$ cat src/rtl/dmem_arbiter.sv
// Two-port arbiter in front of the single-port Data_memory: round-robin per beat,
// optional locked bursts capped at BURST_MAX, registered read response.
// Define DMEM_ARB_FIXED_PRIO_EN to give port 0 strict priority instead of round-robin.
module dmem_arbiter #(
  parameter int ADDR_W    = 32,
  parameter int DATA_W    = 32,
  parameter int BURST_MAX = 4
) (
  input  logic              clk,
  input  logic              rst,
  input  logic              m0_req,
  input  logic              m0_we,
  input  logic              m0_lock,
  input  logic [ADDR_W-1:0] m0_addr,
  input  logic [DATA_W-1:0] m0_wdata,
  output logic              m0_gnt,
  output logic              m0_rvalid,
  output logic [DATA_W-1:0] m0_rdata,
  input  logic              m1_req,
  input  logic              m1_we,
  input  logic              m1_lock,
  input  logic [ADDR_W-1:0] m1_addr,
  input  logic [DATA_W-1:0] m1_wdata,
  output logic              m1_gnt,
  output logic              m1_rvalid,
  output logic [DATA_W-1:0] m1_rdata,
  output logic [ADDR_W-1:0] mem_A,
  output logic [DATA_W-1:0] mem_WD,
  output logic              mem_WE,
  input  logic [DATA_W-1:0] mem_RD
);

  localparam int CNT_W = (BURST_MAX < 1) ? 1 : $clog2(BURST_MAX + 1);
  localparam logic [CNT_W-1:0] CNT_MAX = CNT_W'(BURST_MAX);

  typedef enum logic [1:0] {
    LOCK_NONE,
    LOCK_P0,
    LOCK_P1
  } lock_t;

  lock_t            lock_q, lock_d;
  logic [CNT_W-1:0] cnt_q, cnt_d;
  logic             last_q, last_d;

  always_ff @(posedge clk) begin
    if (rst) begin
      lock_q <= LOCK_NONE;
      cnt_q  <= '0;
      last_q <= 1'b1;
    end else begin
      lock_q <= lock_d;
      cnt_q  <= cnt_d;
      last_q <= last_d;
    end
  end

  // Any beat that does not extend a lock (unlocked grant, idle, owner gone) clears the burst.
  always_comb begin
    lock_d = LOCK_NONE;
    cnt_d  = '0;
    last_d = last_q;
    if (m0_gnt) begin
      last_d = 1'b0;
      if (m0_lock) begin
        lock_d = LOCK_P0;
        if (lock_q == LOCK_P0)
          cnt_d = (cnt_q == CNT_MAX) ? cnt_q : cnt_q + 1'b1;
        else
          cnt_d = CNT_W'(1);
      end
    end else if (m1_gnt) begin
      last_d = 1'b1;
      if (m1_lock) begin
        lock_d = LOCK_P1;
        if (lock_q == LOCK_P1)
          cnt_d = (cnt_q == CNT_MAX) ? cnt_q : cnt_q + 1'b1;
        else
          cnt_d = CNT_W'(1);
      end
    end
  end

  always_comb begin
    m0_gnt = 1'b0;
    m1_gnt = 1'b0;
    if (!rst) begin
`ifdef DMEM_ARB_FIXED_PRIO_EN
      if (m0_req)
        m0_gnt = 1'b1;
      else if (m1_req)
        m1_gnt = 1'b1;
`else
      if (lock_q == LOCK_P0 && m0_req) begin
        if (cnt_q == CNT_MAX && m1_req) m1_gnt = 1'b1;
        else                            m0_gnt = 1'b1;
      end else if (lock_q == LOCK_P1 && m1_req) begin
        if (cnt_q == CNT_MAX && m0_req) m0_gnt = 1'b1;
        else                            m1_gnt = 1'b1;
      end else if (m0_req && m1_req) begin
        if (last_q) m0_gnt = 1'b1;
        else        m1_gnt = 1'b1;
      end else begin
        m0_gnt = m0_req;
        m1_gnt = m1_req;
      end
`endif
    end
    mem_A  = '0;
    mem_WD = '0;
    mem_WE = 1'b0;
    if (m0_gnt) begin
      mem_A  = m0_addr;
      mem_WD = m0_wdata;
      mem_WE = m0_we;
    end else if (m1_gnt) begin
      mem_A  = m1_addr;
      mem_WD = m1_wdata;
      mem_WE = m1_we;
    end
  end

  always_ff @(posedge clk) begin
    if (rst) begin
      m0_rvalid <= 1'b0;
      m1_rvalid <= 1'b0;
      m0_rdata  <= '0;
      m1_rdata  <= '0;
    end else begin
      m0_rvalid <= m0_gnt & ~m0_we;
      m1_rvalid <= m1_gnt & ~m1_we;
      if (m0_gnt && !m0_we) m0_rdata <= mem_RD;
      if (m1_gnt && !m1_we) m1_rdata <= mem_RD;
    end
  end

endmodule

$ cat config.mk
export PLATFORM = sky130hd
export DESIGN_NAME = dmem_arbiter
export DESIGN_NICKNAME = d
export VERILOG_FILES = /design/src/rtl/dmem_arbiter.sv
export SDC_FILE = /design/constraint.sdc
export NUM_CORES = 1
export LEC_CHECK = 0
export ABC_AREA = 1
export CAP_MARGIN = 20
export CORE_AREA = 2 2 116 118
export DETAILED_ROUTE_END_ITERATION = 8
export DIE_AREA = 0 0 118 120
export PLACE_DENSITY = 0.7
export SLEW_MARGIN = 20
export SYNTH_ARGS = -nofsm -noshare
export SYNTH_HDL_FRONTEND = slang
export SYNTH_SLANG_ARGS = --single-unit
export TNS_END_PERCENT = 50
$ cat constraint.sdc
create_clock -name clk -period 3.4 [get_ports clk]
set_clock_uncertainty 0.05 [all_clocks]
set_input_delay 0.34 -clock clk [delete_from_list [all_inputs] [get_ports clk]]
set_output_delay 0.34 -clock clk [all_outputs]
set_load 0.005 [all_outputs]
Yosys cells after proc, flatten, opt, wreduce, memory -nomap -nowiden
Cells that the tools add are included.
Cells by class
  muxes and demuxes: 33
  bitwise operators: 4
  eq/ne operators: 3
  $add $sub $neg: 1
  reduce and logical (&&, ||, !) cells: 10
Operators with widths (number)
  $mux 32: 4
  $mux 3: 7
  $mux 1: 19
  $logic_and 1x1->1: 7
  $mux 2: 3
  $add 3x1->3 const B: 1
  $eq 3x3->1 const B: 1
  $and 1x1->1: 2
  $eq 2x1->1 const B: 1
  $eq 2x2->1 const B: 1
  $logic_not 1->1: 2
  $not 1->1: 2
  $reduce_bool 2->1: 1
Word-level totals
  word-level logic and storage cells: 58
  output and inout bits: 133
  bits in registers: 72

Logic depth before layout (Yosys ltp)
Gate-level depths: netlist of run 1.
  word-level depth: 8
  gate-level depth with buffers: 13

Worst setup path before layout of run 1
Ideal clock, no wire load.
  kind: register -> output
  start: register cnt_q[0]
  end: output port mem_A[0]
  slack: 1479 ps
  arrival: 1531 ps
  stages on the path, launching flop included: 14
  cell sequence: dfxtp_1 -> inv_1 -> ha_1 -> nand2_1 -> inv_1 -> nand3_1 -> nand2_1 -> nand2_1 -> nand2_1 -> nor2_2 -> buf_6 -> buf_6 -> nand2_1 -> nand2_1
Between the ends
  word-level cells in the longest chain between the ends: 8
  elaborated cells on any way between the ends: 15
  those cells by class: eq/ne: 1; mux: 12; reduce/logical: 2
RTL lines
  start: declaration: RTL line 43  | logic [CNT_W-1:0] cnt_q, cnt_d;
  start signal: assignment: RTL line 53  | cnt_q <= cnt_d;
  $eq 3x3->1 (*): RTL line 95, 98
  $logic_and 1x1->1: RTL line 98  | if (cnt_q == CNT_MAX && m0_req) m0_gnt = 1'b1;
  $mux 1: RTL line 98
  $mux 1: RTL line 97  | end else if (lock_q == LOCK_P1 && m1_req) begin
  $mux 1: RTL line 94  | if (lock_q == LOCK_P0 && m0_req) begin
  $mux 1: RTL line 87  | if (!rst) begin
  $mux 32: RTL line 116  | end else if (m1_gnt) begin
  $mux 32 (*): RTL line 112  | if (m0_gnt) begin
  end: declaration: RTL line 27  | output logic [ADDR_W-1:0] mem_A,
Mark *: on every way between the ends. The rest lies on a longest branch, timed or not.

Worst setup path after layout of run 1
  start: register cnt_q[0]
  end: output port mem_A[17]
The elaborated chain is that of the path after synthesis.

==> results.md, run 1 <==
- Vias in the first global route: 4552
- Gr ovfl total: 0
- Final Hold Viols: 0
- Die area: 0.0142 mm^2
- Number of gates resized after CTS: 0
- RSZ-0062 raised after global routing: false
- Fin crit period: approximately 3.1 ns
- Reg2Reg Setup Slack: around 1.3 ns
- Finish-stage setup viols: 0
- GRT Max-Usage Layer: met2
- Worst vdd ir: about 380 uV
- # DRC: 0
- Syn Area/Cell: just over 6 um^2
- FF-to-FF End: m0_rdata[3]$_SDFFE_PP0P_
- Hold depth: 2
- Static Leak: approximately 3.3 nW
- Hold Buf Count CTS: 0
- Beginning of the worst hold path: m0_rdata[24]$_SDFFE_PP0P_
- Tcrit/Tclk final: between 90% and 100%
- Rel. slew slack: ~52%
- Placed Area: ~0.007 mm^2
- HPWL Detailed: 12.6 mm
- Post-CTS setup repair buffer count: 0
- Met2 Use GR: roughly two fifths
- Total CTS buffers: 9
- Die width: ~120 um
- Worst endpoint required time: around 3 ns
- Total power: between 2 and 3 mW
- Initial antenna violation count: 1
- Post-Place Worst Slack: 0.472 ns
- Hold slack: slightly above 0.4 ns
- Area Growth Syn to Fin: 91.4%
- Worst setup EP type: output pin
- Initial Utilization: between 20% and 30%
- Seq cells post-synth: between 70 and 80
- Initial drt markers: ~330
- DR vias: ~4900
- Critical path type: reg2out
- Antenna diode count: 0
- Vias per cell: 4.46
- Most frequent CP cell: nand2_1
- Clk_lat worst skew: 0.33 ns
- Die Y: roughly 120 um
- Worst Path Max Fanout: 67
- Gpl congestion: a little under 0.9
- Final Util: 56.3%
- CP max stage delay: roughly 0.49 ns
- Site row count: 42
- I/O Pins: ~300
- Clock Path Buffers: 2
- Share of layout cells above drive strength 1: 4.14%
- Slowest-stage cell, CP: clkdlybuf4s50_1
- CP cell instances: inv_1 -> ha_1 -> nand2_1 -> inv_1 -> nand3_1 -> nand2_1 -> nand2_1 -> nand2_1 -> nor2_4 -> buf_12 -> nand2_1 -> nand2_1 -> clkdlybuf4s50_1
- Met3 Use GR: roughly 6.4%
- TritonCTS clock tree: yes
- Synth unique cells: 23
- Ys Warns: 0
- GR Util met1: roughly 28%
- Hold Path Class: reg2reg
- Critical Path AT: between 2 and 3 ns
- Register area share after synthesis: approximately 38%
- R2r startpoint: cnt_q[0]$_SDFF_PP0_
- Status: complete, no violations
- Global-route wire length before repair: between 20 and 30 mm
- Total track usage: 23.2%
- Fin nets: between 1000 and 1500
- Final Cell Area: 0.00731 mm^2
- Critical Path Source: cnt_q[0]$_SDFF_PP0_
- Non-Filler Instances: 1093
- Worst-path clk slew: 0.06 ns
- Sink Count: 72
- Root Driver: clkbuf_16
- End of the critical path: mem_A[17]
- Critical path startpoint category: flop
- Final wirelength: ~17 mm
- PwrDens: 389 mW/mm^2
- Post-synthesis cell area: roughly 0.0038 mm^2
- Placed Instances: approximately 1100
- Setup TNS: 0 ns
- Worst slew pin tran: ~0.72 ns
- Peak Freq: roughly 330 MHz
- Slew Limit Fails: 0
- H-tree level count: 3
- Syn_nets: about 800
- Post-route antenna net violation count: 0
- DR WL/cell: between 15 and 20 um
- Drt first pass iters: 5
- Register-to-Register Path Depth: 10
- Post-synthesis cell count: between 600 and 700
- Core box area: roughly 0.013 mm^2
- Port bufs: 300
- PnR worst setup slack: 0.333 ns
- Largest net degree at the start of global routing: 69
- MaxCap Viol Count: 0
[worst min-delay path by stage]
stage                                      to  slack, ns
floorplan            m0_rdata[0]$_SDFFE_PP0P_       0.40
global placement    m0_rdata[21]$_SDFFE_PP0P_       0.40
detailed placement  m0_rdata[20]$_SDFFE_PP0P_       0.41
CTS                 m0_rdata[24]$_SDFFE_PP0P_       0.41
global route         m0_rdata[3]$_SDFFE_PP0P_       0.44
finish              m0_rdata[24]$_SDFFE_PP0P_       0.41
[cells in the final DEF, fill, tap and decap left out, drive strengths merged, types with 2 or more instances in the layout]
cell           synthesis  layout
buf                   24      10
nand2                342     342
inv                   51      51
o21ai                  3       3
nand3                 41      41
nor2                  40      40
nor4                   2       2
dfxtp                 72      72
clkbuf                16      11
clkdlybuf4s50          0     300
bufinv                 0       4
nand4                 34      34
ha                     2       2
[cell families after synthesis]
logic type,after synthesis,synth area share [%]
and+or+nand+nor,460,49.9
buffers and inverters,92,10.9
DFF,72,37.8
AOI/OAI and AO/OA,4,0.623
adders and majority gates,2,0.655
xor gates and xnor gates,1,0.229
[where the power goes]
part / internal [mW] / switching (mW) / leakage [nW] / total [mW]
sequential: 0.899 / 0.0273 / 0.589 / 0.926
clock: 0.811 / 0.353 / 0.176 / 1.16
combinational: 0.446 / 0.306 / 2.57 / 0.752
total: 2.16 / 0.686 / 3.34 / 2.84
[cells in the mapped netlist (all sizes together)]
cell	instances	area (um^2)
nand2	342	1290
dfxtp	72	1440
inv	51	191
nand3	41	215
nor2	40	163
nand4	34	219
buf	24	160
clkbuf	16	60.1
o21ai	3	15.0
ha	2	25.0
nor4	2	12.5
a21oi	1	8.76
clkinv	1	3.75
nand3b	1	7.51
xor2	1	8.76
[worst max-delay path, delay by kind of cell (launching register included)]
| family | cells | cell delay (ns) |
|---|---|---|
| fa+ha+maj | 1 | 0.20 |
| buf+inv | 4 | 0.89 |
| flops | 1 | 0.34 |
| simple gates | 8 | 0.90 |
[per-layer routing]
| metal | part of all wire [%] | up-vias |
|---|---|---|
| met2 | 50 | 190 |
| li1 | - | 2500 |
| met1 | 42 | 2177 |
| met4 | 1.6 | 0 |
| met5 | 0 | - |
| met3 | 7.1 | 13 |
[layout make-up]
type | count | area (um^2)
clock buffers | 11 | 243
clock inverters | 5 | 128
fillers | 1283 | 5670
inverters | 52 | 195
multi-input cells | 467 | 1970
flip-flops and latches | 72 | 1440
well taps | 176 | 220
repair buffers | 310 | 3120
[sequential cells by signal, summed over array words and instances, names as in the netlist]
| register | cells |
|---|---|
| m1_rvalid | 1 |
| m1_rdata | 32 |
| cnt_q | 3 |
| m0_rvalid | 1 |
| m0_rdata | 32 |
| last_q | 1 |
| lock_q | 2 |
Note: power is estimated with default switching activity, not from simulation.
==> run 2, diff against run 1 <==
Settings changed: RECOVER_POWER from default to 100.
==> run 2 against run 1 <==
The flow now finishes with violations (capacitance limit, slew limit). Sequential share of layout area about the same. Combinational power decreased by 5.3%. Register-to-register slack got worse by 0.58 ns. Via count about the same. Routed wire length decreased by 0.39%. Highest routed layer unchanged.
==> results.md, run 2 (same netlist as run 1, synthesis figures left out) <==
- Failing checks: capacitance limit, slew limit
- DR WL/cell: 15.3 um (about the same)
- Clock Path Buffers: 2 (unchanged)
- Post-CTS setup repair buffer count: 0 (unchanged)
- Critical Path AT: 2.78 ns (was 2.68 ns)
- Non-Filler Instances: 1093 (unchanged)
- Finish-stage setup viols: 0 (unchanged)
- Final Hold Viols: 0 (unchanged)
- Antenna diode count: 0 (unchanged)
- Placed Area: 0.00694 mm^2 (unchanged)
- P_int: 2.12 mW (was 2.16 mW)
- Max layer used: met4 (unchanged)
- Die width: 118 um (unchanged)
- Crit path buf inv count: 5 (was 4)
- Worst slew pin tran: 1.54 ns (was 0.719 ns)
- Status: complete, but fails checks (was complete, no violations)
- Gr ovfl total: 0 (unchanged)
- Family with the most delay on the worst path: buffers and inverters (was simple AND/OR/NAND/NOR gates)
- Number of gates resized after CTS: 0 (unchanged)
- I/O Pins: 301 (unchanged)
- H-tree level count: 3 (unchanged)
- Tcrit/Tclk final: 93.1% (was 90.2%)
- Logic gate share of total power: 25.4% (was 26.5%)
- Switching share of total power: 24.3% (was 24.2%)
- Clk pwr share: 41.6% (was 41.0%)
- Met1 wire length: 6.86 mm (was 6.99 mm)
- Die area: 0.0142 mm^2 (unchanged)
- Gpl congestion: 0.891 (unchanged)
- Share of layout cells above drive strength 1: 3.49% (was 4.14%)
- Initial Utilization: 29.4% (unchanged)
- Hold Buf Count CTS: 0 (unchanged)
- Vias in the first global route: 4552 (unchanged)
- Met3 wire length: 1.23 mm (was 1.19 mm)
- Hold Path Class: reg2reg (unchanged)
- Slowest-stage cell, CP: dlygate4sd3_1 (was clkdlybuf4s50_1)
- Vias per cell: 4.47 (was 4.46)
- Initial antenna violation count: 1 (unchanged)
- RSZ-0062 raised after global routing: false (unchanged)
- Clk_lat worst skew: 0.33 ns (about the same)
- Setup TNS: 0 ns (unchanged)
- TritonCTS clock tree: yes (unchanged)
- Reg2Reg Setup Slack: 0.71 ns (was 1.29 ns)
- Placed Instances: 1077 (unchanged)
- Total CTS buffers: 9 (unchanged)
- CP cell instances: inv_1 -> ha_1 -> nand2_1 -> inv_1 -> nand3_1 -> nand3_1 -> nand3_2 -> inv_1 -> buf_12 -> nand2_1 -> nand2_1 -> dlygate4sd3_1 (was inv_1 -> ha_1 -> nand2_1 -> inv_1 -> nand3_1 -> nand2_1 -> nand2_1 -> nand2_1 -> nor2_4 -> buf_12 -> nand2_1 -> nand2_1 -> clkdlybuf4s50_1)
- Most common cell after layout, fill and taps aside: nand2_1 (unchanged)
- Drt first pass iters: 4 (was 5)
- Worst-path clk slew: 0.06 ns (about the same)
- Critical path type: reg2out (unchanged)
- Final Cell Area: 0.00729 mm^2 (was 0.00731 mm^2)
- Die Y: 120 um (unchanged)
- Root Driver: clkbuf_16 (unchanged)
- Worst Path Max Fanout: 30 (was 67)
- Post-route antenna net violation count: 0 (unchanged)
- Global-route wire length before repair: 25.9 mm (unchanged)
- Final wirelength: 16.7 mm (was 16.8 mm)
- P_sw: 680 uW (was 686 uW)
- Sink Count: 72 (unchanged)
- MaxCap Viol Count: 1 (was 0)
- Peak Freq: 316 MHz (was 326 MHz)
- Fin crit period: 3.17 ns (was 3.07 ns)
- Port bufs: 300 (unchanged)
- Fill count: 1289 (was 1283)
- Part of the power in registers: 33.0% (was 32.6%)
- Final Util: 56.2% (was 56.3%)
- Site row count: 42 (unchanged)
- HPWL Detailed: 12.6 mm (unchanged)
- Total track usage: 23.2% (unchanged)
- Area Growth Syn to Fin: 91.0% (was 91.4%)
- PwrDens: 384 mW/mm^2 (was 389 mW/mm^2)
- Worst setup EP type: output pin (unchanged)
- CP max stage delay: 0.59 ns (was 0.49 ns)
- Critical path startpoint category: flop (unchanged)
- DR vias: 4884 (was 4880)
- Commonest cells after routing, fill and taps aside: nand2_1, clkdlybuf4s50_1, dlygate4sd3_1 (was nand2_1, clkdlybuf4s50_1, dfxtp_1)
- Fin nets: 1082 (unchanged)
- Largest registers: m0_rdata (32), m1_rdata (32), cnt_q (3) (unchanged)
- Static Leak: 3.62 nW (was 3.34 nW)
- # DRC: 0 (unchanged)
- Met2 wire length: 8.33 mm (was 8.32 mm)
- Slew Limit Fails: 34 (was 0)
- Rel. slew slack: -2.35% (was 52.1%)
- Initial drt markers: 328 (was 334)
- Largest net degree at the start of global routing: 69 (unchanged)
- Worst vdd ir: 377 uV (was 380 uV)
- Worst endpoint required time: 3.01 ns (about the same)
- Core box area: 0.0130 mm^2 (unchanged)
## run 2: cell count changes in the layout (fill, tap and decap cells not counted), sizes merged
cell / delta
clkdlybuf4s50: -107
dlygate4sd3: +107
buf: -2
clkbuf: +2
clkinv: +1
inv: -1
## run 2: worst paths after layout
kind,from,endpoint,cells past startpoint
setup / recovery,cnt_q[0]$_SDFF_PP0_,mem_A[9],12
hold reg to reg,m0_rdata[24]$_SDFFE_PP0P_,m0_rdata[24]$_SDFFE_PP0P_,2
hold / removal,m0_rdata[24]$_SDFFE_PP0P_,m0_rdata[24]$_SDFFE_PP0P_,2
setup reg to reg,cnt_q[0]$_SDFF_PP0_,m1_rdata[7]$_SDFFE_PP0P_,10
## run 2: power groups by stage
stage	clock (mW)	sequential, mW	combinational [mW]
final	1.16	0.924	0.712
after global routing	1.22	0.930	0.775
after CTS	1.18	0.926	0.758
after detailed placement	0	0.944	0.752
after global placement	0	0.942	0.753
after floorplan	0	0.947	0.237
## run 2: routing by layer
metal  GRT usage [%]  vias up
li1                -     2503
met1            28.4     2187
met2            39.8      179
met3            6.37       15
met4            6.63        0
met5               0        -
## run 2: final cells by class
| class | instances | area, um^2 | area share (%) |
|---|---|---|---|
| repair buffers | 310 | 3110 | 42.6 |
| multi-input cells | 467 | 1950 | 26.8 |
| flip-flops and latches | 72 | 1440 | 19.8 |
| clock buffers | 11 | 243 | 3.33 |
| well taps | 176 | 220 | 3.02 |
| inverters | 52 | 195 | 2.68 |
| clock inverters | 5 | 128 | 1.75 |
## run 2: metrics by stage
step,hold WS (ns),power (mW),setup WS (ns)
after floorplan,0.401,1.18,1.48
after global placement,0.402,1.69,0.440
after detailed placement,0.406,1.70,0.472
after CTS,0.415,2.87,0.310
after global routing,0.433,2.93,0.0528
final,0.410,2.80,0.234
## run 2: worst reg2reg max path: stages, from the launching register on
cell,delay [ns]
dfxtp_1,0.34
inv_1,0.07
ha_1,0.20
nand2_1,0.13
nor2_1,0.08
nor2_1,0.17
clkinv_1,0.11
nand4_1,0.10
clkbuf_1,1.13
nand2_1,0.14
nand2_1,0.12
==> run 3, diff against run 2 <==
Settings changed: GPL_TIMING_DRIVEN from default to 0, REMOVE_ABC_BUFFERS from default to 1.
==> run 3 against run 2 <==
The flow now finishes without violations. Combinational power grew 0.8%. Die area is the same. Sequential power is essentially flat. Critical path depth shrank 5. Non-clock buffer count shrank 4. Largest power group unchanged. Register-to-register slack lost 0.23 ns. Critical endpoint is now mem_A[30]. Clock power shrank 5%. Power shrank 2.0%. First-iteration DRC count shrank 2.4%. Final cell count shrank 0.37%. Via count shrank 2.9%.
==> results.md, run 3 (same netlist as run 1, synthesis figures left out) <==
- Initial Utilization: 29.4% (unchanged)
- Initial antenna violation count: 0 (was 1)
- Critical path startpoint category: input port (was flop)
- DR WL/cell: 14.6 um (was 15.3 um)
- Total track usage: 22.2% (was 23.2%)
- Vias per cell: 4.36 (was 4.47)
- Min-Delay Endpoint: m0_rdata[27]$_SDFFE_PP0P_ (was m0_rdata[24]$_SDFFE_PP0P_)
- Commonest cells after routing, fill and taps aside: nand2_1, clkdlybuf4s50_1, dlygate4sd3_1 (unchanged)
- Rel. slew slack: 24.3% (was -2.35%)
- Static Leak: 3.64 nW (was 3.62 nW)
- DR vias: 4743 (was 4884)
- PnR worst setup slack: 0.169 ns (was 0.234 ns)
- Met3 Use GR: 7.51% (was 6.37%)
- TritonCTS clock tree: yes (unchanged)
- Total CTS buffers: 9 (unchanged)
- PwrDens: 376 mW/mm^2 (was 384 mW/mm^2)
- Most common cell after layout, fill and taps aside: nand2_1 (unchanged)
- Initial drt markers: 320 (was 328)
- Slew Limit Fails: 0 (was 34)
- Hold Buf Count CTS: 0 (unchanged)
- Critical path type: in2out (was reg2out)
- Worst-path clk slew: 0.05 ns (was 0.06 ns)
- # DRC: 0 (unchanged)
- Root Driver: clkbuf_16 (unchanged)
- Final wirelength: 15.9 mm (was 16.7 mm)
- Fill count: 1273 (was 1289)
- Largest net degree at the start of global routing: 70 (was 69)
- HPWL Detailed: 12.4 mm (was 12.6 mm)
- GR Util met1: 25.9% (was 28.4%)
- Antenna diode count: 0 (unchanged)
- Sink Count: 72 (unchanged)
- Finish-stage setup viols: 0 (unchanged)
- Post-route antenna net violation count: 0 (unchanged)
- Final Util: 56.2% (unchanged)
- Critical Path AT: 2.84 ns (was 2.78 ns)
- Largest registers: m0_rdata (32), m1_rdata (32), cnt_q (3) (unchanged)
- R2r startpoint: cnt_q[0]$_SDFF_PP0_ (unchanged)
- Fin crit period: 3.23 ns (was 3.17 ns)
- Peak Freq: 309 MHz (was 316 MHz)
- GRT Max-Usage Layer: met2 (unchanged)
- Area Growth Syn to Fin: 91.0% (unchanged)
- Die Y: 120 um (unchanged)
- H-tree level count: 3 (unchanged)
- Met2 Use GR: 37.8% (was 39.8%)
- Die area: 0.0142 mm^2 (unchanged)
- Clock Path Buffers: 2 (unchanged)
- Gr ovfl total: 0 (unchanged)
- Worst vdd ir: 247 uV (was 377 uV)
- Status: complete, no violations (was complete, but fails checks)
- Share of layout cells above drive strength 1: 3.61% (was 3.49%)
- Hold depth: 2 (unchanged)
- Post-Place Worst Slack: -0.414 ns (was 0.472 ns)
- Vias in the first global route: 4449 (was 4552)
- Drt first pass iters: 4 (unchanged)
- FF-to-FF End: m0_rdata[10]$_SDFFE_PP0P_ (was m1_rdata[7]$_SDFFE_PP0P_)
- Register-to-Register Path Depth: 9 (was 10)
- Reg2Reg Setup Slack: 0.48 ns (was 0.71 ns)
- Port bufs: 300 (unchanged)
- Beginning of the worst hold path: m0_rdata[27]$_SDFFE_PP0P_ (was m0_rdata[24]$_SDFFE_PP0P_)
- Worst setup EP type: output pin (unchanged)
- Gpl congestion: 0.856 (was 0.891)
- Worst Path Max Fanout: 69 (was 30)
- Die width: 118 um (unchanged)
- Placed Area: 0.00694 mm^2 (about the same)
- Hold Path Class: reg2reg (unchanged)
- I/O Pins: 301 (unchanged)
- Global-route wire length before repair: 24.6 mm (was 25.9 mm)
- Site row count: 42 (unchanged)
- Fin nets: 1078 (was 1082)
- Final Cell Area: 0.00729 mm^2 (unchanged)
- Tcrit/Tclk final: 95.0% (was 93.1%)
- Clk_lat worst skew: 0.33 ns (about the same)
- Worst slew pin tran: 1.13 ns (was 1.54 ns)
- MaxCap Viol Count: 0 (was 1)
- Final Hold Viols: 0 (unchanged)
- Setup TNS: 0 ns (unchanged)
- RSZ-0062 raised after global routing: false (unchanged)
- Worst endpoint required time: 3.01 ns (about the same)
- Core box area: 0.0130 mm^2 (unchanged)
run 3: cell count changes in the layout (fill, tap and decap cells not counted), sizes merged:
cell,before,now
clkbuf,13,12
clkdlybuf4s50,193,175
buf,8,5
inv,50,51
bufinv,4,3
clkinv,2,3
dlygate4sd3,107,124
run 3: worst max-delay path by stage:
stage / from / endpoint / slack [ns]
2_1_floorplan: rst / m0_rdata[0]$_SDFFE_PP0P_ / 0.21
3_3_place_gp: rst / m0_rdata[10]$_SDFFE_PP0P_ / -3.48
3_5_place_dp: rst / mem_A[30] / -0.41
4_1_cts: rst / mem_A[30] / 0.05
5_1_grt: cnt_q[0]$_SDFF_PP0_ / mem_A[30] / 0.02
6_report: rst / mem_A[30] / 0.17
run 3: per-layer routing:
metal	wire length [um]	share of wire, %
met5	0	0
met4	358	2.3
met3	1490	9.4
met2	7590	48
met1	6440	41
run 3: cell type report:
class | count | area (um^2) | area share (%)
clock buffer | 10 | 239 | 3.28
clock inverter | 6 | 115 | 1.58
inverter | 52 | 205 | 2.81
multi-input combinational | 467 | 1980 | 27.2
sequential | 72 | 1440 | 19.8
tap | 176 | 220 | 3.02
timing repair buffer | 306 | 3090 | 42.4
run 3: where the power goes:
part | internal [mW] | total [mW] | leakage, nW | switching (mW)
Combinational | 0.408 | 0.718 | 2.88 | 0.309
Sequential | 0.898 | 0.922 | 0.589 | 0.0240
Clock | 0.740 | 1.10 | 0.169 | 0.364
Total | 2.05 | 2.74 | 3.64 | 0.697
run 3: critical path, cell delays in order:
cell,delay [ns]
buf_2,0.35
inv_6,0.50
nand3_2,0.24
inv_6,0.41
nand2_1,0.14
nand2_1,0.16
clkdlybuf4s50_1,0.61
run 3: timing repair:
action                     in CTS  in global routing
setup endpoints to repair      66                 12
gates resized for setup         2                  1
gates cloned                    0                  0
pin swaps                       0                  1
buffers inserted                0                  1
run 3: stage by stage:
stage	power (mW)	instances	hold slack (ns)
after detailed placement	1.71	1072	0.407
after global placement	1.68	1067	0.401
final	2.74	1089	0.408
after global routing	2.88	1089	0.428
after floorplan	1.15	591	0.401
after CTS	2.82	1088	0.414
